`config.mk`:
```
export PLATFORM = sky130hd
export DESIGN_NAME = raiz_bus_master
export DESIGN_NICKNAME = d
export VERILOG_FILES = /design/src/rtl/raiz_bus_master.sv
export SDC_FILE = /design/constraint.sdc
export NUM_CORES = 1
export LEC_CHECK = 0
export ABC_AREA = 1
export BUFFER_PORTS_ARGS = -buffer_cell sky130_fd_sc_hd__clkbuf_2
export CORE_ASPECT_RATIO = 0.8
export CORE_MARGIN = 5
export CORE_UTILIZATION = 51
export CTS_CLUSTER_SIZE = 14
export DETAILED_ROUTE_END_ITERATION = 10
export PLACE_DENSITY = 0.92
export SLEW_MARGIN = 25
export SYNTH_ARGS = -nofsm -noshare
export SYNTH_HDL_FRONTEND = slang
export SYNTH_SLANG_ARGS = --single-unit
```
`constraint.sdc`:
```
create_clock -name clk -period 2.15 [get_ports clk]
set_input_delay 0.3225 -clock clk [delete_from_list [all_inputs] [get_ports clk]]
set_output_delay 0.3225 -clock clk [all_outputs]
set_load 0.01 [all_outputs]
```
`src/rtl/raiz_bus_master.sv`:
```
// -----------------------------------------------------------------------------
// raiz_bus_master
//
// Bus master that drives a memory-mapped square-root peripheral. On an accepted
// start it writes the operand, pulses the peripheral's init register (1 then 0),
// polls the done flag until bit 0 is set, then reads back the remainder and the
// root. A one-cycle valid pulse marks the cycle in which both results are final.
//
// Optional feature (macro RAIZ_POLL_TIMEOUT_EN):
//   Counts done-polls that come back 0. When the POLL_MAX-th check still sees
//   done=0 the command is abandoned: the FSM returns to IDLE, timeout pulses for
//   one cycle, valid stays low and the results keep their previous values.
//   Without the macro the block polls indefinitely and timeout is tied to 0.
//
// Ports:
//   clk          clock, all state changes on rising edge
//   rst          synchronous active-high reset
//   start        command request, sampled only in IDLE
//   operand      value to square-root, latched on start acceptance
//   busy         high in every state except IDLE
//   valid        one-cycle pulse, results final while high
//   result_r     captured remainder
//   result_q     captured root
//   timeout      one-cycle pulse on poll timeout (0 without the macro)
//   cs/rd/wr     peripheral bus strobes
//   addr         peripheral register address
//   bus_dout     write data to the peripheral
//   bus_din      registered read data from the peripheral
//   o_dbg_state  current FSM state, for observation only
//
// Handshake: start is a level request. It is accepted on the rising edge where
// the FSM is in IDLE and start=1; anything presented while busy (including the
// DONE cycle) is dropped, never queued. valid is a single-cycle pulse with no
// back-pressure; the consumer must take result_r/result_q in that cycle or
// later, since they hold until the next capture.
// -----------------------------------------------------------------------------
module raiz_bus_master #(
    parameter logic [4:0] ADDR_OP   = 5'h04,
    parameter logic [4:0] ADDR_INIT = 5'h08,
    parameter logic [4:0] ADDR_R    = 5'h0C,
    parameter logic [4:0] ADDR_Q    = 5'h10,
    parameter logic [4:0] ADDR_DONE = 5'h14,
    parameter int         POLL_MAX  = 1024
) (
    input  logic        clk,
    input  logic        rst,
    input  logic        start,
    input  logic [15:0] operand,
    output logic        busy,
    output logic        valid,
    output logic [15:0] result_r,
    output logic [15:0] result_q,
    output logic        timeout,
    output logic        cs,
    output logic        rd,
    output logic        wr,
    output logic [4:0]  addr,
    output logic [15:0] bus_dout,
    input  logic [15:0] bus_din,
    output logic [3:0]  o_dbg_state
);

    typedef enum logic [3:0] {
        IDLE     = 4'd0,
        WR_OP    = 4'd1,
        WR_INIT1 = 4'd2,
        WR_INIT0 = 4'd3,
        POLL_REQ = 4'd4,
        POLL_CHK = 4'd5,
        RD_R_REQ = 4'd6,
        RD_R_CAP = 4'd7,
        RD_Q_REQ = 4'd8,
        RD_Q_CAP = 4'd9,
        DONE     = 4'd10
    } state_t;

    state_t      r_state;
    state_t      w_next;
    logic [15:0] r_operand;
    logic [15:0] r_result_r;
    logic [15:0] r_result_q;
    logic        w_accept;

    assign w_accept = (r_state == IDLE) && start;

`ifdef RAIZ_POLL_TIMEOUT_EN
    localparam int CNT_W = $clog2(POLL_MAX + 1);

    logic [CNT_W-1:0] r_poll_cnt;
    logic             r_timeout;
    logic             w_poll_last;
    logic             w_tmo_fire;

    // The current check is the POLL_MAX-th one when POLL_MAX-1 zeros came before.
    assign w_poll_last = (r_poll_cnt == CNT_W'(POLL_MAX - 1));

    always_ff @(posedge clk) begin
        if (rst) begin
            r_poll_cnt <= '0;
        end else if (w_accept) begin
            r_poll_cnt <= '0;
        end else if ((r_state == POLL_CHK) && !bus_din[0]) begin
            r_poll_cnt <= r_poll_cnt + 1'b1;
        end
    end

    always_ff @(posedge clk) begin
        if (rst) begin
            r_timeout <= 1'b0;
        end else begin
            r_timeout <= w_tmo_fire;
        end
    end

    assign timeout = r_timeout;
`else
    logic w_unused_poll_max;

    assign w_unused_poll_max = (POLL_MAX != 0);
    assign timeout           = 1'b0;
`endif

    // State register and datapath captures
    always_ff @(posedge clk) begin
        if (rst) begin
            r_state    <= IDLE;
            r_operand  <= 16'h0000;
            r_result_r <= 16'h0000;
            r_result_q <= 16'h0000;
        end else begin
            r_state <= w_next;
            if (w_accept) begin
                r_operand <= operand;
            end
            // Peripheral read data is registered: it appears in the cycle after the request.
            if (r_state == RD_R_CAP) begin
                r_result_r <= bus_din;
            end
            if (r_state == RD_Q_CAP) begin
                r_result_q <= bus_din;
            end
        end
    end

    // Next-state logic
    always_comb begin
        w_next = r_state;
`ifdef RAIZ_POLL_TIMEOUT_EN
        w_tmo_fire = 1'b0;
`endif
        case (r_state)
            IDLE:     if (start) w_next = WR_OP;
            WR_OP:    w_next = WR_INIT1;
            WR_INIT1: w_next = WR_INIT0;
            WR_INIT0: w_next = POLL_REQ;
            POLL_REQ: w_next = POLL_CHK;
            POLL_CHK: begin
                // Only bit 0 carries the done flag; the rest of the word is ignored.
                if (bus_din[0]) begin
                    w_next = RD_R_REQ;
                end else begin
`ifdef RAIZ_POLL_TIMEOUT_EN
                    if (w_poll_last) begin
                        w_next     = IDLE;
                        w_tmo_fire = 1'b1;
                    end else begin
                        w_next = POLL_REQ;
                    end
`else
                    w_next = POLL_REQ;
`endif
                end
            end
            RD_R_REQ: w_next = RD_R_CAP;
            RD_R_CAP: w_next = RD_Q_REQ;
            RD_Q_REQ: w_next = RD_Q_CAP;
            RD_Q_CAP: w_next = DONE;
            DONE:     w_next = IDLE;
            default:  w_next = IDLE;
        endcase
    end

    // Moore bus decode: strobes, address and write data depend on state only.
    always_comb begin
        cs       = 1'b0;
        rd       = 1'b0;
        wr       = 1'b0;
        addr     = 5'h00;
        bus_dout = 16'h0000;
        case (r_state)
            WR_OP: begin
                cs       = 1'b1;
                wr       = 1'b1;
                addr     = ADDR_OP;
                bus_dout = r_operand;
            end
            WR_INIT1: begin
                cs       = 1'b1;
                wr       = 1'b1;
                addr     = ADDR_INIT;
                bus_dout = 16'h0001;
            end
            WR_INIT0: begin
                cs   = 1'b1;
                wr   = 1'b1;
                addr = ADDR_INIT;
            end
            POLL_REQ: begin
                cs   = 1'b1;
                rd   = 1'b1;
                addr = ADDR_DONE;
            end
            RD_R_REQ: begin
                cs   = 1'b1;
                rd   = 1'b1;
                addr = ADDR_R;
            end
            RD_Q_REQ: begin
                cs   = 1'b1;
                rd   = 1'b1;
                addr = ADDR_Q;
            end
            default: begin
                cs = 1'b0;
            end
        endcase
    end

    assign busy        = (r_state != IDLE);
    assign valid       = (r_state == DONE);
    assign result_r    = r_result_r;
    assign result_q    = r_result_q;
    assign o_dbg_state = r_state;

endmodule

```
# Word level (Yosys, flattened, before mapping)
# Cells that the tools add are included.
[totals] register_bits=52 inputBits=35 elab_cells=30
[op_classes] n_reduce_logical=7 n_mux=8 n_eq_ne=11
[ops] cell="4-bit one-hot mux with 10 select lines" count=1
[ops] cell="16-bit one-hot mux with 2 select lines" count=1
[ops] cell="5-bit one-hot mux with 5 select lines" count=1
[ops] cell="4-bit by 3-bit equality test with 1-bit output, second input constant" count=4
[ops] cell="4-bit equality test, second input constant" count=3
[ops] cell="4-bit by 2-bit equality test with 1-bit output, second input constant" count=2
[ops] cell="3-bit OR reduction" count=2
[ops] cell="6-bit OR reduction" count=1
[ops] cell="4-bit by 1-bit equality test with 1-bit output, second input constant" count=1
[ops] cell="4-bit zero test" count=1
[ops] cell="4-bit 2-to-1 mux" count=1
[ops] cell="4-bit nonzero test" count=1
[ops] cell="1-bit 2-to-1 mux" count=3
[ops] cell="2-bit 2-to-1 mux" count=1
[ops] cell="2-bit != test, second input constant" count=1
[ops] cell="2-bit OR reduction" count=1
[ops] cell="1-bit logical AND" count=1

# Logic depth before layout (Yosys ltp)
# Gate-level depths: netlist (run 1).
[logic_depth] word_depth=3 ltp_mapped=7 depth_no_buf=6

# Worst setup path after synthesis (run 1)
# No wires, ideal clock.
[synth_path] path_kind="reg2out" startpoint="register r_state[2], in the netlist o_dbg_state[2]" endpoint="output bus_dout[10]" stages_incl_launch_ff=6 path_buffers=2 t_arrival_ns=1.216 required_ns=1.827 path_slack_ns=0.612 path_cell_list="dfxtp_1 nor2_1 buf_2 nand2_2 buf_2 nor2_1"
[synth_between] elab_chain_cells=2 elab_cells_between_ends=3 classes_between="eq/ne (2); mux (1)"
[synth_rtl] element="start, declared" line="77" rtl="state_t r_state;"
[synth_rtl] element="start signal, assigned" line="131" rtl="r_state <= w_next;"
[synth_rtl] element="4-bit by 2-bit equality test with 1-bit output or 4-bit by 1-bit equality test with 1-bit output (tied branches)" line="190" rtl="case (r_state)"
[synth_rtl] element="16-bit one-hot mux with 2 select lines (*)" line="190"
[synth_rtl] element="end, declared" line="58" rtl="output logic [15:0] bus_dout,"
# Mark *: on every way between the ends. The rest lies on a longest branch, timed or not.

# Worst setup path in the final report (run 1)
[layout_path] startpoint="register r_state[1], in the netlist o_dbg_state[1]" endpoint="output addr[4]"
[layout_between] elab_chain_cells=3 elab_cells_between_ends=8 classes_between="eq/ne (6); mux (1); reduce/logical (1)"
[layout_rtl] element="4-bit by 2-bit equality test with 1-bit output" line="190"
[layout_rtl] element="2-bit OR reduction (no source line)"
[layout_rtl] element="5-bit one-hot mux with 5 select lines (*)" line="190"
[layout_rtl] element="end, declared" line="57" rtl="output logic [4:0] addr,"
# Marked as above.

==> flow_results.xml, run 1 <==
<?xml version="1.0" encoding="UTF-8"?>
<metrics>
  <group name="placed_design">
    <metric name="detailed_place_hpwl" unit="um">4730</metric>
    <metric name="port_buffers" unit="">94</metric>
    <metric name="gp_routability_congestion" unit="">0.850</metric>
  </group>
  <group name="final_layout">
    <metric name="finish.utilization" unit="%">64.7</metric>
    <metric name="mostFrequentLayoutCells" unit="">sky130_fd_sc_hd__nor2_1 (102), sky130_fd_sc_hd__clkbuf_2 (94), sky130_fd_sc_hd__inv_1 (59)</metric>
    <metric name="drive_gt1_share" unit="%">26.1</metric>
    <metric name="final_common_cell" unit="">sky130_fd_sc_hd__nor2_1</metric>
    <metric name="antennaDiodeCount" unit="">0</metric>
    <metric name="fin_nets" unit="">471</metric>
    <metric name="synthToLayoutAreaGrowth" unit="%">24.2</metric>
    <metric name="multiInputGateArea" unit="um^2">976</metric>
    <metric name="layout.filler_cells" unit="">419</metric>
    <metric name="sequential_cell_area" unit="um^2">1040</metric>
  </group>
  <group name="synthesis">
    <metric name="synth_cell_type_count" unit="">21</metric>
    <metric name="netlist_area" unit="um^2">2350</metric>
    <metric name="synth_largest_area_cell" unit="">sky130_fd_sc_hd__dfxtp_1</metric>
    <metric name="synth_warnings" unit="">0</metric>
    <metric name="syn-mean-instance-area" unit="um^2">6.72</metric>
    <metric name="syn_inst_count" unit="">350</metric>
    <metric name="yosysTopAreaCellShare" unit="%">44.2</metric>
    <metric name="ys_top_cells_by_area" unit="">sky130_fd_sc_hd__dfxtp_1 (44%), sky130_fd_sc_hd__nor2_1 (16%), sky130_fd_sc_hd__inv_1 (9.4%)</metric>
    <metric name="ys_seq_area_share" unit="%">44.2</metric>
    <metric name="postSynthRegisterBits" unit="">52</metric>
  </group>
  <group name="sta">
    <metric name="setup_total_negative_slack" unit="ps">0</metric>
    <metric name="slew_at_the_pin_with_the_worst_max_slew_slack" unit="ps">645</metric>
    <metric name="maxClockFrequency" unit="MHz">518</metric>
    <metric name="final-hold-violation-count" unit="">0</metric>
    <metric name="finalWorstPathRequiredPeriod" unit="ps">1930</metric>
    <metric name="clock_skew" unit="ps">5.00</metric>
    <metric name="max_slew_headroom_at_the_worst_pin" unit="%">56.9</metric>
    <metric name="rsz0062_at_grt" unit="">false</metric>
    <metric name="timing.final.max_slew_violations" unit="">0</metric>
    <metric name="setup_viol" unit="">0</metric>
    <metric name="post-route-period-util" unit="%">89.7</metric>
  </group>
  <group name="drt">
    <metric name="antenna_left" unit="">0</metric>
    <metric name="maxUsedRoutingLayer" unit="">met4</metric>
    <metric name="totalWireLength" unit="um">6200</metric>
    <metric name="detail_route.first_pass.iterations" unit="">4</metric>
    <metric name="avgViaCountPerCell" unit="">4.79</metric>
    <metric name="met2_length" unit="um">3090</metric>
    <metric name="drt_first_iter_violations" unit="">146</metric>
    <metric name="routed-via-count" unit="">2383</metric>
    <metric name="route.detailed.wl_per_inst" unit="um">12.5</metric>
    <metric name="remaining_drc_errors" unit="">0</metric>
    <metric name="wirelength_met1" unit="um">2530</metric>
    <metric name="routed_met3_length" unit="um">415</metric>
  </group>
  <group name="setup_path">
    <metric name="timing.critical_path.from_type" unit="">flop</metric>
    <metric name="timing_worst_setup_path_type" unit="">reg -&gt; out</metric>
    <metric name="cpPeakStageDelay" unit="ps">420</metric>
    <metric name="r2r_setup_slack" unit="ps">510</metric>
    <metric name="critical_path.slowest_cell" unit="">sky130_fd_sc_hd__nor2_4</metric>
    <metric name="critical_path_peak_fanout" unit="">19</metric>
    <metric name="critical_path.endpoint_type" unit="">output pin</metric>
    <metric name="worst-endpoint-arrival" unit="ps">1610</metric>
    <metric name="crit_path_cell_trace" unit="">nor2_4, nand2_1, o21ai_0, clkbuf_2</metric>
    <metric name="timing.critical_path.required" unit="ps">1830</metric>
  </group>
  <group name="power_and_ir_drop">
    <metric name="power.share.sequential" unit="%">49.9</metric>
    <metric name="internal_power" unit="mW">1.49</metric>
    <metric name="sw_frac_of_total" unit="%">27.8</metric>
    <metric name="total_leakage_power" unit="nW">1.59</metric>
    <metric name="net-switching-power" unit="mW">0.573</metric>
    <metric name="p_comb_share" unit="%">18.5</metric>
    <metric name="power_per_cell_area" unit="nW/um^2">705</metric>
    <metric name="peakVddDrop" unit="V">0.000415</metric>
    <metric name="share_clk_of_total_power" unit="%">31.6</metric>
  </group>
  <group name="clock_network">
    <metric name="cts_made_buffers" unit="">5</metric>
    <metric name="worst_path_clk_slew" unit="ps">90</metric>
    <metric name="ctsRootBufferMaster" unit="">sky130_fd_sc_hd__clkbuf_8</metric>
    <metric name="clkLatencyLatePin" unit="ps">300</metric>
    <metric name="cts_hold_buffers" unit="">0</metric>
    <metric name="cts_repair_resize_count" unit="">0</metric>
    <metric name="clockBufferDepth" unit="">2</metric>
    <metric name="clkSinkCount" unit="">52</metric>
    <metric name="htreeDepth" unit="">2</metric>
    <metric name="post-cts-setup-buffers" unit="">0</metric>
    <metric name="cts_tree" unit="">done</metric>
  </group>
  <group name="grt">
    <metric name="pin_count_of_the_biggest_net_entering_global_routing" unit="">26</metric>
    <metric name="grt.total_usage" unit="%">20.7</metric>
    <metric name="first_pass_grt_wire_length" unit="um">10100</metric>
    <metric name="global_route.overflow_total" unit="">0</metric>
    <metric name="grt_pass1_vias" unit="">2260</metric>
    <metric name="number_of_antenna_violations_at_the_first_check_in_global_routing" unit="">0</metric>
  </group>
  <group name="flow_run">
    <metric name="max_cap_viol_count" unit="">0</metric>
  </group>
  <group name="floorplanning">
    <metric name="floorplan.die_area" unit="um^2">6080</metric>
    <metric name="die-width" unit="um">86.0</metric>
    <metric name="num_rows" unit="">22</metric>
    <metric name="floorplan.initialDensity" unit="%">52.1</metric>
    <metric name="die_h" unit="um">70.8</metric>
    <metric name="placeableCoreArea" unit="um^2">4510</metric>
    <metric name="floorplan.io_pins" unit="">98</metric>
  </group>
  <group name="status">
    <metric name="run_status" unit="">finished, final reports clean</metric>
  </group>
  <group name="min_path">
    <metric name="min_path_type" unit="">in -&gt; reg</metric>
  </group>
</metrics>
## routing by layer
metal,GRT usage (%),vias to the layer above
met5,0,-
met4,10.5,0
met3,4.77,19
met2,34.3,74
met1,25.0,1071
li1,-,1219
## final cells by class
| cell class | instances | area share [%] |
|---|---|---|
| Timing Repair Buffer | 96 | 16.6 |
| Inverter | 63 | 8.13 |
| Clock buffer | 6 | 2.48 |
| Multi-Input combinational cell | 218 | 33.4 |
| Sequential cell | 52 | 35.6 |
| Tap cell | 60 | 2.57 |
| Clock inverter | 2 | 1.20 |
## cell families after synthesis
kind of cell    count (synthesis)  synth area share [%]
compound gates                 36                  9.30
buf+inv                        82                  14.6
flops                          52                  44.2
other cells                     1                 0.159
simple gates                  179                  31.7
## worst max-delay path, delay by kind of cell, from the launching register on
| family | cells | cell delay (ps) |
|---|---|---|
| buffers and inverters | 1 | 160 |
| and+or+nand+nor | 2 | 610 |
| AOI/OAI and AO/OA | 1 | 120 |
| DFF | 1 | 410 |
## path summary, 6_finish.rpt
path,end,depth (start not counted),start
setup reg to reg,r_operand[3],5,o_dbg_state[1]
hold reg to reg,result_r[10],2,result_r[10]
setup / recovery,addr[4],4,o_dbg_state[1]
hold / removal,result_q[15],3,bus_din[15]
## power groups by stage
stage / Combinational [mW] / Sequential, mW / Clock [mW]
after floorplan: 0.257 / 1.05 / 0
after global placement: 0.367 / 1.05 / 0
after detailed placement: 0.378 / 1.05 / 0
after CTS: 0.380 / 1.03 / 0.661
after global routing: 0.432 / 1.03 / 0.706
final: 0.381 / 1.03 / 0.652
## flip-flops by register name, indices dropped and copies added (netlist names)
signal / cells
r_operand: 16
result_q: 16
result_r: 16
o_dbg_state: 4
## per-stage QoR
step                instances  total power [mW]  hold WS, ps  setup WS [ps]  area, um^2
floorplan                 352              1.31          457            612        2360
global placement          489              1.42          463            563        2820
detailed placement        489              1.43          474            551        2820
CTS                       497              2.07          279            221        2920
global route              497              2.17          285           90.1        2920
finish                    497              2.06          282            221        2920
## synthesized netlist by cell type
library cell,count
sky130_fd_sc_hd__nor2_1,102
sky130_fd_sc_hd__inv_1,59
sky130_fd_sc_hd__nand2_1,53
sky130_fd_sc_hd__dfxtp_1,52
sky130_fd_sc_hd__nand4_1,17
sky130_fd_sc_hd__o21ai_0,17
sky130_fd_sc_hd__o21bai_1,15
sky130_fd_sc_hd__buf_2,7
sky130_fd_sc_hd__clkbuf_1,6
sky130_fd_sc_hd__a21oi_1,3
sky130_fd_sc_hd__buf_4,3
sky130_fd_sc_hd__inv_2,3
sky130_fd_sc_hd__nand2_2,3
sky130_fd_sc_hd__buf_6,2
sky130_fd_sc_hd__nor2_4,2
sky130_fd_sc_hd__buf_1,1
sky130_fd_sc_hd__clkinv_2,1
sky130_fd_sc_hd__conb_1,1
sky130_fd_sc_hd__nand3_2,1
sky130_fd_sc_hd__nor2_2,1
sky130_fd_sc_hd__o22ai_1,1
(Power assumes the default switching activity.)
==> run 2, diff against run 1 <==
Settings changed: CORE_UTILIZATION 51 to 53, CTS_BUF_LIST set to sky130_fd_sc_hd__clkbuf_4 sky130_fd_sc_hd__clkbuf_8, PLACE_DENSITY 0.92 to 0.95.
==> flow_results.xml, run 2 (synthesis results as in run 1) <==
<?xml version="1.0" encoding="UTF-8"?>
<metrics>
  <group name="floorplanning">
    <metric name="num_rows" unit="">21</metric>
    <metric name="die_h" unit="um">69.6</metric>
    <metric name="floorplan.initialDensity" unit="%">55.6</metric>
    <metric name="floorplan.io_pins" unit="">98</metric>
    <metric name="die-width" unit="um">84.5</metric>
    <metric name="placeableCoreArea" unit="um^2">4230</metric>
    <metric name="floorplan.die_area" unit="um^2">5880</metric>
  </group>
  <group name="grt">
    <metric name="grt_pass1_vias" unit="">2212</metric>
    <metric name="first_pass_grt_wire_length" unit="um">10300</metric>
    <metric name="global_route.overflow_total" unit="">0</metric>
    <metric name="pin_count_of_the_biggest_net_entering_global_routing" unit="">34</metric>
    <metric name="grt.total_usage" unit="%">21.0</metric>
    <metric name="number_of_antenna_violations_at_the_first_check_in_global_routing" unit="">0</metric>
  </group>
  <group name="sta">
    <metric name="timing.final.max_slew_violations" unit="">0</metric>
    <metric name="finalWorstPathRequiredPeriod" unit="ps">1950</metric>
    <metric name="setup_total_negative_slack" unit="ps">0</metric>
    <metric name="maxClockFrequency" unit="MHz">512</metric>
    <metric name="setup_viol" unit="">0</metric>
    <metric name="post-route-period-util" unit="%">90.9</metric>
    <metric name="final-hold-violation-count" unit="">0</metric>
    <metric name="rsz0062_at_grt" unit="">false</metric>
    <metric name="clock_skew" unit="ps">4.36</metric>
  </group>
  <group name="setup_path">
    <metric name="worst-endpoint-arrival" unit="ps">1630</metric>
    <metric name="worst_r2r_path_depth" unit="">5</metric>
    <metric name="timing_worst_setup_path_type" unit="">reg -&gt; out</metric>
    <metric name="timing.critical_path.required" unit="ps">1830</metric>
    <metric name="critical_path.endpoint_type" unit="">output pin</metric>
    <metric name="critical_path_peak_fanout" unit="">18</metric>
    <metric name="timing.critical_path.from_type" unit="">flop</metric>
  </group>
  <group name="clock_network">
    <metric name="post-cts-setup-buffers" unit="">0</metric>
    <metric name="cts_hold_buffers" unit="">0</metric>
    <metric name="cts_made_buffers" unit="">5</metric>
    <metric name="cts_repair_resize_count" unit="">0</metric>
    <metric name="worst_path_clk_slew" unit="ps">90</metric>
    <metric name="cts_tree" unit="">done</metric>
    <metric name="ctsRootBufferMaster" unit="">sky130_fd_sc_hd__clkbuf_8</metric>
    <metric name="clockBufferDepth" unit="">2</metric>
    <metric name="clkSinkCount" unit="">52</metric>
    <metric name="htreeDepth" unit="">2</metric>
    <metric name="clkLatencyLatePin" unit="ps">300</metric>
  </group>
  <group name="drt">
    <metric name="route.detailed.wl_per_inst" unit="um">12.5</metric>
    <metric name="antenna_left" unit="">0</metric>
    <metric name="detail_route.first_pass.iterations" unit="">4</metric>
    <metric name="remaining_drc_errors" unit="">0</metric>
    <metric name="routed-via-count" unit="">2370</metric>
    <metric name="drt_first_iter_violations" unit="">174</metric>
    <metric name="totalWireLength" unit="um">6190</metric>
    <metric name="avgViaCountPerCell" unit="">4.79</metric>
  </group>
  <group name="flow_run">
    <metric name="max_cap_viol_count" unit="">0</metric>
  </group>
  <group name="final_layout">
    <metric name="mostFrequentLayoutCells" unit="">sky130_fd_sc_hd__nor2_1 (102), sky130_fd_sc_hd__clkbuf_2 (94), sky130_fd_sc_hd__inv_1 (59)</metric>
    <metric name="finish.utilization" unit="%">69.6</metric>
    <metric name="drive_gt1_share" unit="%">26.5</metric>
    <metric name="fin_nets" unit="">472</metric>
    <metric name="antennaDiodeCount" unit="">0</metric>
    <metric name="final_common_cell" unit="">sky130_fd_sc_hd__nor2_1</metric>
    <metric name="synthToLayoutAreaGrowth" unit="%">25.1</metric>
  </group>
  <group name="min_path">
    <metric name="worst_hold_depth" unit="">3</metric>
    <metric name="min_path_type" unit="">in -&gt; reg</metric>
  </group>
  <group name="power_and_ir_drop">
    <metric name="power_per_cell_area" unit="nW/um^2">723</metric>
    <metric name="total_leakage_power" unit="nW">1.60</metric>
    <metric name="report.power.total" unit="mW">2.13</metric>
    <metric name="peakVddDrop" unit="V">0.000477</metric>
  </group>
  <group name="placed_design">
    <metric name="detailed_place_hpwl" unit="um">4640</metric>
    <metric name="gp_routability_congestion" unit="">0.962</metric>
    <metric name="port_buffers" unit="">94</metric>
  </group>
  <group name="status">
    <metric name="run_status" unit="">finished, final reports clean</metric>
  </group>
</metrics>
-- run 2: changes by cell type in the layout (fill, tap and decap cells not counted), sizes merged --
cell,before,now
buf,2,3
clkinv,2,1
clkbuf,100,101
-- run 2: cell type report --
type | count | area (um^2)
clock inverter | 1 | 30.0
multi-input combinational | 218 | 976
tap | 57 | 71.3
timing repair buffer | 97 | 493
sequential | 52 | 1040
clock buffer | 7 | 96.3
inverter | 63 | 238
fill | 380 | 1280
-- run 2: path summary, 6_finish.rpt --
check / from / slack (ps) / end
worst max-delay path: o_dbg_state[2] / 200 / bus_dout[0]
worst min-delay path: bus_din[2] / 280 / result_q[2]
worst max register to register: o_dbg_state[1] / 560 / r_operand[9]
worst min register to register: result_r[9] / 490 / result_r[9]
-- run 2: metrics by stage --
step	instance area, um^2	instances	hold slack [ps]	worst slack, ps
CTS	2950	495	284	200
floorplan	2360	352	457	612
global placement	2820	487	464	622
finish	2950	495	284	196
detailed placement	2820	487	472	531
global route	2950	495	292	93.4
-- run 2: critical path, cell delays in order, from the launching register on --
cell,delay (ps)
sky130_fd_sc_hd__dfxtp_1,370
sky130_fd_sc_hd__nor2_1,140
sky130_fd_sc_hd__buf_4,200
sky130_fd_sc_hd__nand2_2,230
sky130_fd_sc_hd__o22ai_1,210
sky130_fd_sc_hd__clkbuf_2,170
-- run 2: where the power goes --
group          internal, mW  leakage, nW  total (mW)  switching [mW]
Sequential             1.01        0.423        1.03          0.0223
Combinational         0.138         1.11       0.382           0.243
Clock                 0.411       0.0645       0.719           0.308
Total                  1.56         1.60        2.13           0.574
-- run 2: layer usage --
layer | wire length [um] | up-vias | share of wire, % | GRT usage, %
li1 | - | 1215 | - | -
met1 | 2710 | 1071 | 44 | 25.2
met2 | 3070 | 71 | 50 | 37.1
met3 | 286 | 13 | 4.6 | 4.04
met4 | 128 | 0 | 2.1 | 7.21
met5 | 0 | - | 0 | 0
